[src/rtl/bp_pkg.sv]
// Shared types and helpers for the branch predictor and its resolve queue.
package bp_pkg;

  localparam int CNT_W_DEF = 32;
  localparam int BR_W_DEF  = 1;
  localparam int SAT_W     = 64;

  // Prediction record at the predictor's native branch-number width.
  typedef struct packed {
    logic [BR_W_DEF-1:0] branch;
    logic                taken;
  } bp_entry_t;

  // Counters narrower than SAT_W are zero-extended in and truncated out.
  function automatic logic [SAT_W-1:0] sat_inc(input logic [SAT_W-1:0] value,
                                               input logic [SAT_W-1:0] max_value);
    logic [SAT_W-1:0] result;
    if (value >= max_value) begin
      result = max_value;
    end else begin
      result = value + 64'd1;
    end
    return result;
  endfunction

endpackage

[src/rtl/bp_sync_fifo.sv]
// Generic single-clock FIFO with registered full/empty/count.
// Writes while full and reads while empty are ignored.
module bp_sync_fifo #(
  parameter int DEPTH = 8,
  parameter int W     = 2
) (
  input  logic                   clk,
  input  logic                   reset,
  input  logic                   i_wr_en,
  input  logic [W-1:0]           i_wr_data,
  input  logic                   i_rd_en,
  output logic [W-1:0]           o_rd_data,
  output logic                   o_full,
  output logic                   o_empty,
  output logic [$clog2(DEPTH):0] o_count
);

  localparam int             PTR_W   = $clog2(DEPTH);
  localparam logic [PTR_W:0] L_DEPTH = (PTR_W+1)'(DEPTH);

  logic [W-1:0]     r_mem [DEPTH];
  logic [PTR_W-1:0] r_wr_ptr;
  logic [PTR_W-1:0] r_rd_ptr;
  logic [PTR_W:0]   r_count;
  logic [PTR_W:0]   w_count_nxt;
  logic             r_full;
  logic             r_empty;
  logic             w_push;
  logic             w_pop;

  assign w_push = i_wr_en && !r_full;
  assign w_pop  = i_rd_en && !r_empty;

  // Occupancy moves only when exactly one of push/pop happens.
  always_comb begin
    w_count_nxt = r_count;
    case ({w_push, w_pop})
      2'b10:   w_count_nxt = r_count + (PTR_W+1)'(1);
      2'b01:   w_count_nxt = r_count - (PTR_W+1)'(1);
      default: w_count_nxt = r_count;
    endcase
  end

  // Pointers and status flags.
  always_ff @(posedge clk) begin
    if (reset) begin
      r_wr_ptr <= '0;
      r_rd_ptr <= '0;
      r_count  <= '0;
      r_full   <= 1'b0;
      r_empty  <= 1'b1;
    end else begin
      if (w_push) r_wr_ptr <= r_wr_ptr + PTR_W'(1);
      if (w_pop)  r_rd_ptr <= r_rd_ptr + PTR_W'(1);
      r_count <= w_count_nxt;
      r_full  <= (w_count_nxt == L_DEPTH);
      r_empty <= (w_count_nxt == '0);
    end
  end

  // Storage array; contents need no reset.
  always_ff @(posedge clk) begin
    if (w_push) r_mem[r_wr_ptr] <= i_wr_data;
  end

  assign o_rd_data = r_mem[r_rd_ptr];
  assign o_full    = r_full;
  assign o_empty   = r_empty;
  assign o_count   = r_count;

endmodule

[src/rtl/branch_resolve_queue.sv]
// Holds issued branch predictions until their in-order outcome arrives, then
// emits a one-cycle training record and keeps saturating accuracy counters.
module branch_resolve_queue
  import bp_pkg::*;
#(
  parameter int DEPTH = 8,
  parameter int BR_W  = 1,
  parameter int CNT_W = CNT_W_DEF
) (
  input  logic                   clk,
  input  logic                   reset,
  input  logic                   pred_valid,
  output logic                   pred_ready,
  input  logic [BR_W-1:0]        pred_branch,
  input  logic                   pred_taken,
  input  logic                   res_valid,
  input  logic                   res_taken,
  output logic                   upd_valid,
  output logic [BR_W-1:0]        upd_branch,
  output logic                   upd_taken,
  output logic                   upd_mispredict,
  output logic [CNT_W-1:0]       misses,
  output logic [CNT_W-1:0]       total,
  output logic [$clog2(DEPTH):0] occupancy,
  output logic                   err_underflow
);

  localparam int               EW        = BR_W + 1;
  localparam logic [SAT_W-1:0] L_CNT_MAX = SAT_W'({CNT_W{1'b1}});

  logic             w_full;
  logic             w_empty;
  logic [EW-1:0]    w_head;
  logic             w_enq;
  logic             w_res;
  logic             w_mispredict;
  logic [SAT_W-1:0] w_total_inc;
  logic [SAT_W-1:0] w_misses_inc;

  logic             r_upd_valid;
  logic [BR_W-1:0]  r_upd_branch;
  logic             r_upd_taken;
  logic             r_upd_mispredict;
  logic [CNT_W-1:0] r_misses;
  logic [CNT_W-1:0] r_total;
  logic             r_err_underflow;

  // Both qualifiers use registered FIFO state, so a same-cycle push is never
  // visible to the resolve side and a same-cycle pop never frees a full slot.
  assign w_enq = pred_valid && !w_full;
  assign w_res = res_valid && !w_empty;

  bp_sync_fifo #(
    .DEPTH (DEPTH),
    .W     (EW)
  ) u_fifo (
    .clk       (clk),
    .reset     (reset),
    .i_wr_en   (w_enq),
    .i_wr_data ({pred_branch, pred_taken}),
    .i_rd_en   (w_res),
    .o_rd_data (w_head),
    .o_full    (w_full),
    .o_empty   (w_empty),
    .o_count   (occupancy)
  );

  assign w_mispredict = w_head[0] ^ res_taken;
  assign w_total_inc  = sat_inc(SAT_W'(r_total), L_CNT_MAX);
  assign w_misses_inc = sat_inc(SAT_W'(r_misses), L_CNT_MAX);

  // Training record, counters and sticky underflow flag.
  always_ff @(posedge clk) begin
    if (reset) begin
      r_upd_valid      <= 1'b0;
      r_upd_branch     <= '0;
      r_upd_taken      <= 1'b0;
      r_upd_mispredict <= 1'b0;
      r_misses         <= '0;
      r_total          <= '0;
      r_err_underflow  <= 1'b0;
    end else begin
      r_upd_valid <= w_res;
      if (w_res) begin
        r_upd_branch     <= w_head[EW-1:1];
        r_upd_taken      <= res_taken;
        r_upd_mispredict <= w_mispredict;
        r_total          <= w_total_inc[CNT_W-1:0];
        if (w_mispredict) r_misses <= w_misses_inc[CNT_W-1:0];
      end
      if (res_valid && w_empty) r_err_underflow <= 1'b1;
    end
  end

  assign pred_ready     = !w_full;
  assign upd_valid      = r_upd_valid;
  assign upd_branch     = r_upd_branch;
  assign upd_taken      = r_upd_taken;
  assign upd_mispredict = r_upd_mispredict;
  assign misses         = r_misses;
  assign total          = r_total;
  assign err_underflow  = r_err_underflow;

endmodule

[config.mk]
export PLATFORM = sky130hd
export DESIGN_NAME = branch_resolve_queue
export DESIGN_NICKNAME = d
export VERILOG_FILES = /design/src/rtl/bp_pkg.sv /design/src/rtl/bp_sync_fifo.sv /design/src/rtl/branch_resolve_queue.sv
export SDC_FILE = /design/constraint.sdc
export NUM_CORES = 1
export LEC_CHECK = 0
export CORE_UTILIZATION = 57
export DETAILED_ROUTE_END_ITERATION = 8
export PLACE_DENSITY_LB_ADDON = 0.2
export SETUP_SLACK_MARGIN = 0.1
export SKIP_CTS_REPAIR_TIMING = 1
export SLEW_MARGIN = 20
export SYNTH_ARGS = -nofsm -noshare
export SYNTH_HDL_FRONTEND = slang
export SYNTH_SLANG_ARGS = --single-unit
[constraint.sdc]
create_clock -name clk -period 8.1 [get_ports clk]
set_clock_uncertainty 0.2 [all_clocks]
set_input_delay 1.215 -clock clk [delete_from_list [all_inputs] [get_ports clk]]
set_output_delay 1.215 -clock clk [all_outputs]
set_load 0.01 [all_outputs]
==> results.ini, run 1 <==
[yosys]
synth.top_cells.by_area = dfxtp_1 37%, edfxtp_1 11%, xor2_1 6.1%, xnor2_1 3.8%, a21oi_1 3.6%
synth_fp_nets = 492
synth_cell_types = 52
syn_area_mm2 = 0.00457
synth_common_cells = 84 x dfxtp_1, 42 x nor2_1, 38 x nand2_1
yosys_warnings = 0
synth_seq_cells = 100
synth_most_common_cell = dfxtp_1
synth_edf_count = 16
async_reset_ff_share_pct = 0
ys_seq_area_share_pct = 47.4
netlist_instances = 479
synth_top_cell_by_area = dfxtp_1
ys.flop_type = dfxtp_1
postSynthAreaPerCell_um2 = 9.53
synth_top_area_share_pct = 36.8

[global_routing]
grt_max_degree = 86
gr-usage-met2_pct = 41.7
top_usage_layer = met2
grt_pass1_vias = 3498
grt_pass1_wl_um = 16300
antenna_found_initial = 0
gr-total-overflow = 0
grt_use_met3_pct = 3.52
grtUsageTotal_pct = 24.1
met1_usage_pct = 29.8

[power_and_ir_drop]
ir_worst_vdd_uv = 120
leakagePower_nw = 1.83
p_per_area_mw_per_mm2 = 189

[final_layout]
antenna_cells = 0
fin_util_pct = 72.5
drive_gt1_share_pct = 5.57
finalNetCount = 565
fillCellCount = 578
fin_area_mm2 = 0.00560
syn2layout_area_growth_pct = 22.7

[floorplanning]
rows = 32
io_pins = 81
die_height_um = 91.5
start_util_pct = 59.1
die_area_mm2 = 0.00837
core_mm2 = 0.00773
dieWidth_um = 91.5

[route]
num_vias = 3707
wl_per_cell_um = 14.8
drt_iter0_markers = 187
viasPerCell = 5.63
wl_um = 9760
first_pass_iters = 4
ant_nets = 0
drcViolationCount = 0

[sta]
finalSetupViolCount = 0
period_needed_ns = 3.86
fin_crit_sh_pct = 47.6
max_freq_mhz = 259
rsz0062_at_grt = false
worst_pin_slew_ns = 0.950
slew_headroom_pct = 36.7
final.setup.tns_ns = 0
drv_slew = 0
hold_viol = 0

[critical_path]
cp_slowest_stage_delay_ns = 0.73
cp_cell_sequence = clkdlybuf4s50_1 -> nand2b_1 -> inv_2 -> and2_1 -> mux2_4 -> nand4b_1 -> o21ai_1
crit_fanout = 23
cp_data_arrival_time_ns = 3.92
crit_required_ns = 8.16
cp_top_family = simple AND/OR/NAND/NOR gates
cp-start-kind = primary input
critPathBufInv = 2
crit_slowest_cell = nand4b_1
setup.worst_path.class = primary input to flop
cp-end-kind = flop

[clock_tree]
clock_path_buffers = 2
cts-root-buf = clkbuf_8
htree_levels = 3
cts_buffers = 9
tritoncts = built
clkLatencyLatePin_ns = 0.36
cts.sinks = 100
clk_pin_slew_ns = 0.09

[place]
gp_congestion = 0.859
dp_hpwl_um = 6740
post_dp_cell_area_mm2 = 0.00541
port_buffers = 80

[run]
drv_cap = 0

[worst_hold_path]
hp-class = flop to flop

[status]
outcome = finished, final reports clean

[sequential cells by signal, summed over array words and instances (netlist names), named ones only]
signal and cells:
upd_mispredict 1, u_fifo.o_full 1, upd_branch 1, misses 32
total 32, upd_taken 1, err_underflow 1, u_fifo.r_mem 16
u_fifo.r_rd_ptr 3, u_fifo.r_wr_ptr 3, u_fifo.o_count 4, upd_valid 1
u_fifo.o_empty 1
[cell type report]
| type | instances | area [um^2] | area share [%] |
|---|---|---|---|
| repair buffers | 81 | 803 | 14.3 |
| clock inverters | 6 | 65.1 | 1.16 |
| multi-input cells | 352 | 2280 | 40.8 |
| clock buffers | 10 | 128 | 2.28 |
| well taps | 102 | 128 | 2.28 |
| inverters | 8 | 30.0 | 0.536 |
| flip-flops and latches | 100 | 2160 | 38.6 |
[worst min-delay path, cell delays in order (launching register included)]
cell	delay, ns
dfxtp_1	0.33
nand2_1	0.06
a21oi_1	0.05
[power breakdown]
group          internal [mW]  leakage, nW  switching, mW
combinational         0.0898        0.911         0.0927
clock                  0.143       0.0979          0.168
sequential             0.531        0.825         0.0309
[routing by layer]
layer,up-vias,routed length (um)
li1,1873,-
met1,1742,4340
met2,75,4810
met3,17,388
met4,0,223
met5,-,0
[placed cells by master, fill, tap and decap left out, types with 5 or more instances in the layout]
cell	netlist	final
a211oi_1	6	6
a21oi_1	33	33
a31oi_1	6	6
and3_1	8	8
and4_1	6	6
clkbuf_8	0	9
clkdlybuf4s50_1	0	79
dfxtp_1	84	84
edfxtp_1	16	16
ha_1	6	6
inv_1	6	6
mux2i_1	8	8
nand2_1	38	38
nand3_1	29	29
nand4_1	14	14
nor2_1	42	42
nor2b_1	5	5
nor3_1	19	19
nor4_1	11	11
o21ai_1	22	22
xnor2_1	20	20
xor2_1	32	32
[cell families (layout without fill, tap and decap cells)]
group,count (synthesis),in the layout,share of synthesized area [%]
AND/OR/NAND/NOR,200,200,23.0
buffers and inverters,27,105,2.60
multiplexers,16,16,5.45
XOR/XNOR,53,53,10.6
AO/OA/AOI/OAI,77,77,9.35
adder cells (fa/ha/maj),6,6,1.64
flip-flops,100,100,47.4
[per-stage QoR]
stage | setup slack, ns | hold WS (ns) | power (mW) | instances
floorplan | 4.55 | 0.262 | 0.693 | 479
global placement | 4.05 | 0.245 | 0.749 | 643
detailed placement | 3.85 | 0.261 | 0.755 | 643
CTS | 4.23 | 0.275 | 1.06 | 659
global route | 4.01 | 0.306 | 1.10 | 659
finish | 4.24 | 0.280 | 1.06 | 659
[worst paths after layout]
check / start / to / slack, ns / cells past startpoint
max: res_valid / misses[27]$_SDFFE_PP0P_ / 4.24 / 7
min: upd_taken$_SDFFE_PP0P_ / upd_taken$_SDFFE_PP0P_ / 0.28 / 2
max reg2reg: misses[10]$_SDFFE_PP0P_ / misses[27]$_SDFFE_PP0P_ / 4.89 / 6
min reg2reg: upd_taken$_SDFFE_PP0P_ / upd_taken$_SDFFE_PP0P_ / 0.28 / 2
Power figures use the tool's default switching activity.
==> run 2, diff against run 1 <==
--- a/config.mk
+++ b/config.mk
@@ -5,7 +5,7 @@
 export SDC_FILE = /design/constraint.sdc
 export NUM_CORES = 1
 export LEC_CHECK = 0
-export CORE_UTILIZATION = 57
+export CORE_UTILIZATION = 53
 export DETAILED_ROUTE_END_ITERATION = 8
 export PLACE_DENSITY_LB_ADDON = 0.2
 export SETUP_SLACK_MARGIN = 0.1
==> constraint.sdc (replaced) <==
create_clock -name clk -period 4 [get_ports clk]
set_clock_uncertainty 0.2 [all_clocks]
set_input_delay 0.6 -clock clk [delete_from_list [all_inputs] [get_ports clk]]
set_output_delay 0.6 -clock clk [all_outputs]
set_load 0.01 [all_outputs]
==> run 2 against run 1 <==
Sequential share of layout area is 0.28 points lower. Hold slack better by 0.0097 ns. Critical path type unchanged. Highest routed layer unchanged. Combinational power up 100%. Critical endpoint is now u_fifo.o_empty$_SDFF_PP1_. Largest cell class unchanged. Core utilization shrank 4.2 points.
==> results.ini, run 2 (same netlist as run 1, synthesis figures left out) <==
[clock_tree]
cts_buffers = 9  ; unchanged
htree_levels = 3  ; unchanged
clock_path_buffers = 2  ; unchanged
cts-root-buf = clkbuf_8
clk_pin_slew_ns = 0.09  ; about the same
clkLatencyLatePin_ns = 0.37  ; about the same
tritoncts = built
cts.sinks = 100  ; unchanged

[power_and_ir_drop]
seqPwrFrac_pct = 52.1  ; -1.1 points
netSwitchingFraction_pct = 28.3  ; +0.65 points
combinationalPowerShare_pct = 17.1  ; -0.2 points
ir_worst_vdd_uv = 385  ; +220%
p_per_area_mw_per_mm2 = 386  ; +100%
switching_power_uw = 615  ; +110%
internal_power_mw = 1.56  ; +100%
clkPwrFrac_pct = 30.8  ; +1.3 points
leakagePower_nw = 1.85  ; +0.91%
power_mw = 2.18  ; +110%

[route]
drt_iter0_markers = 144  ; -23%
wl_um = 9590  ; -1.7%
ant_nets = 0  ; unchanged
num_vias = 3759  ; +1.4%
first_pass_iters = 4  ; unchanged
drcViolationCount = 0  ; unchanged
viasPerCell = 5.65  ; +0.49%
wl_per_cell_um = 14.4  ; -2.6%

[critical_path]
setup.worst_path.class = primary input to flop
r2r_cells = 7  ; +1
r2r_slack_ns = 1.15  ; -3.74 ns
cp-start-kind = primary input
crit_fanout = 9  ; -61%
cp_data_arrival_time_ns = 3.32  ; -0.60 ns
r2r_end = misses[29]$_SDFFE_PP0P_
crit_required_ns = 4.11  ; -4.05 ns
rr_startpoint = misses[10]$_SDFFE_PP0P_
cp-end-kind = flop

[sta]
hold_viol = 0  ; unchanged
drv_slew = 0  ; unchanged
period_needed_ns = 3.21
slew_headroom_pct = 60.2  ; +24 points
max_freq_mhz = 312
rsz0062_at_grt = false
fin_hold_ws_ns = 0.290  ; +0.00967 ns
worst_pin_slew_ns = 0.597  ; -0.353 ns
fin_crit_sh_pct = 80.2
setup_ws_ns = 0.792  ; -3.45 ns
finalSetupViolCount = 0  ; unchanged
final.setup.tns_ns = 0  ; unchanged

[floorplanning]
io_pins = 81  ; unchanged
core_mm2 = 0.00826  ; +6.9%
dieWidth_um = 94.8  ; +3.6%
start_util_pct = 55.3  ; -3.8 points
rows = 33  ; +3.1%
die_height_um = 94.8  ; +3.6%
die_area_mm2 = 0.00899  ; +7.4%

[final_layout]
finalNetCount = 568  ; +0.53%
syn2layout_area_growth_pct = 23.6
drive_gt1_share_pct = 6.43  ; +0.86 points
final_cells = 665  ; +0.91%
fin_util_pct = 68.3  ; -4.2 points
antenna_cells = 0  ; unchanged
final_cell_mix = 84 x dfxtp_1, 79 x clkdlybuf4s50_1, 42 x nor2_1
layout_commonest_cell = dfxtp_1
fin_area_mm2 = 0.00564  ; +0.74%

[place]
port_buffers = 80  ; unchanged
placed_cells = 649  ; +0.93%
post-place-ws_ns = 0.525  ; -3.32 ns
dp_hpwl_um = 6660  ; -1.1%
post_dp_cell_area_mm2 = 0.00543  ; +0.49%
gp_congestion = 0.817  ; -4.9%

[worst_hold_path]
hp-class = flop to flop
hp-start = u_fifo.r_rd_ptr[1]$_SDFFE_PP0P_
holdPathStages = 2  ; unchanged

[global_routing]
grt_max_degree = 58  ; -33%
grtUsageTotal_pct = 22.8  ; -1.4 points
grt_pass1_wl_um = 16100  ; -1.2%
grt_pass1_vias = 3477  ; -0.60%
grt_use_met3_pct = 5.80  ; +2.3 points
antenna_found_initial = 0  ; unchanged
top_usage_layer = met2
met1_usage_pct = 27.6  ; -2.2 points
gr-total-overflow = 0  ; unchanged
gr-usage-met2_pct = 39.3  ; -2.4 points

[status]
outcome = finished, final reports clean

[run]
drv_cap = 0  ; unchanged

[run 2: cell types whose count changed in the layout (fill, tap and decap cells not counted)]
| cell | change |
|---|---|
| buf_4 | +3 |
| clkbuf_1 | -1 |
| clkinv_1 | -1 |
| clkinv_2 | -1 |
| clkinvlp_4 | +1 |
| inv_6 | +1 |
| inv_8 | +1 |
[run 2: critical path, stage by stage]
cell and delay, ns:
clkdlybuf4s50_1 0.44, nor2b_1 0.43, inv_2 0.17, ha_1 0.27, nor2b_1 0.18, a31oi_1 0.10, or3_1 0.33, a31oi_1 0.21
mux2_2 0.38, o21ba_1 0.21
[run 2: power by group through the flow]
stage | Sequential, mW | Clock [mW] | Combinational [mW]
5_1_grt | 1.15 | 0.723 | 0.411
3_3_place_gp | 1.15 | 0 | 0.363
6_report | 1.13 | 0.670 | 0.372
3_5_place_dp | 1.16 | 0 | 0.371
4_1_cts | 1.13 | 0.684 | 0.375
2_1_floorplan | 1.16 | 0 | 0.245
[run 2: area by class of cell]
type,count,area (um^2)
tap,105,131
fill,668,2620
clock inverter,7,83.8
clock buffer,9,124
multi-input combinational,352,2280
timing repair buffer,84,826
inverter,8,30.0
sequential,100,2160
[run 2: worst max-delay path by stage]
stage	slack, ns	to	depth (start not counted)	startpoint
after CTS	0.83	u_fifo.o_empty$_SDFF_PP1_	10	pred_valid
after global placement	0.62	u_fifo.o_empty$_SDFF_PP1_	10	pred_valid
after global routing	0.57	u_fifo.o_empty$_SDFF_PP1_	10	pred_valid
after detailed placement	0.53	u_fifo.o_empty$_SDFF_PP1_	10	pred_valid
final	0.79	u_fifo.o_empty$_SDFF_PP1_	10	pred_valid
after floorplan	1.07	u_fifo.o_empty$_SDFF_PP1_	11	res_valid
[run 2: metal layers]
metal | part of all wire, % | vias up | wire [um]
met5 | 0 | - | 0
met4 | 2.0 | 0 | 189
met3 | 5.1 | 18 | 485
met2 | 48 | 108 | 4640
met1 | 45 | 1762 | 4270
li1 | - | 1871 | -
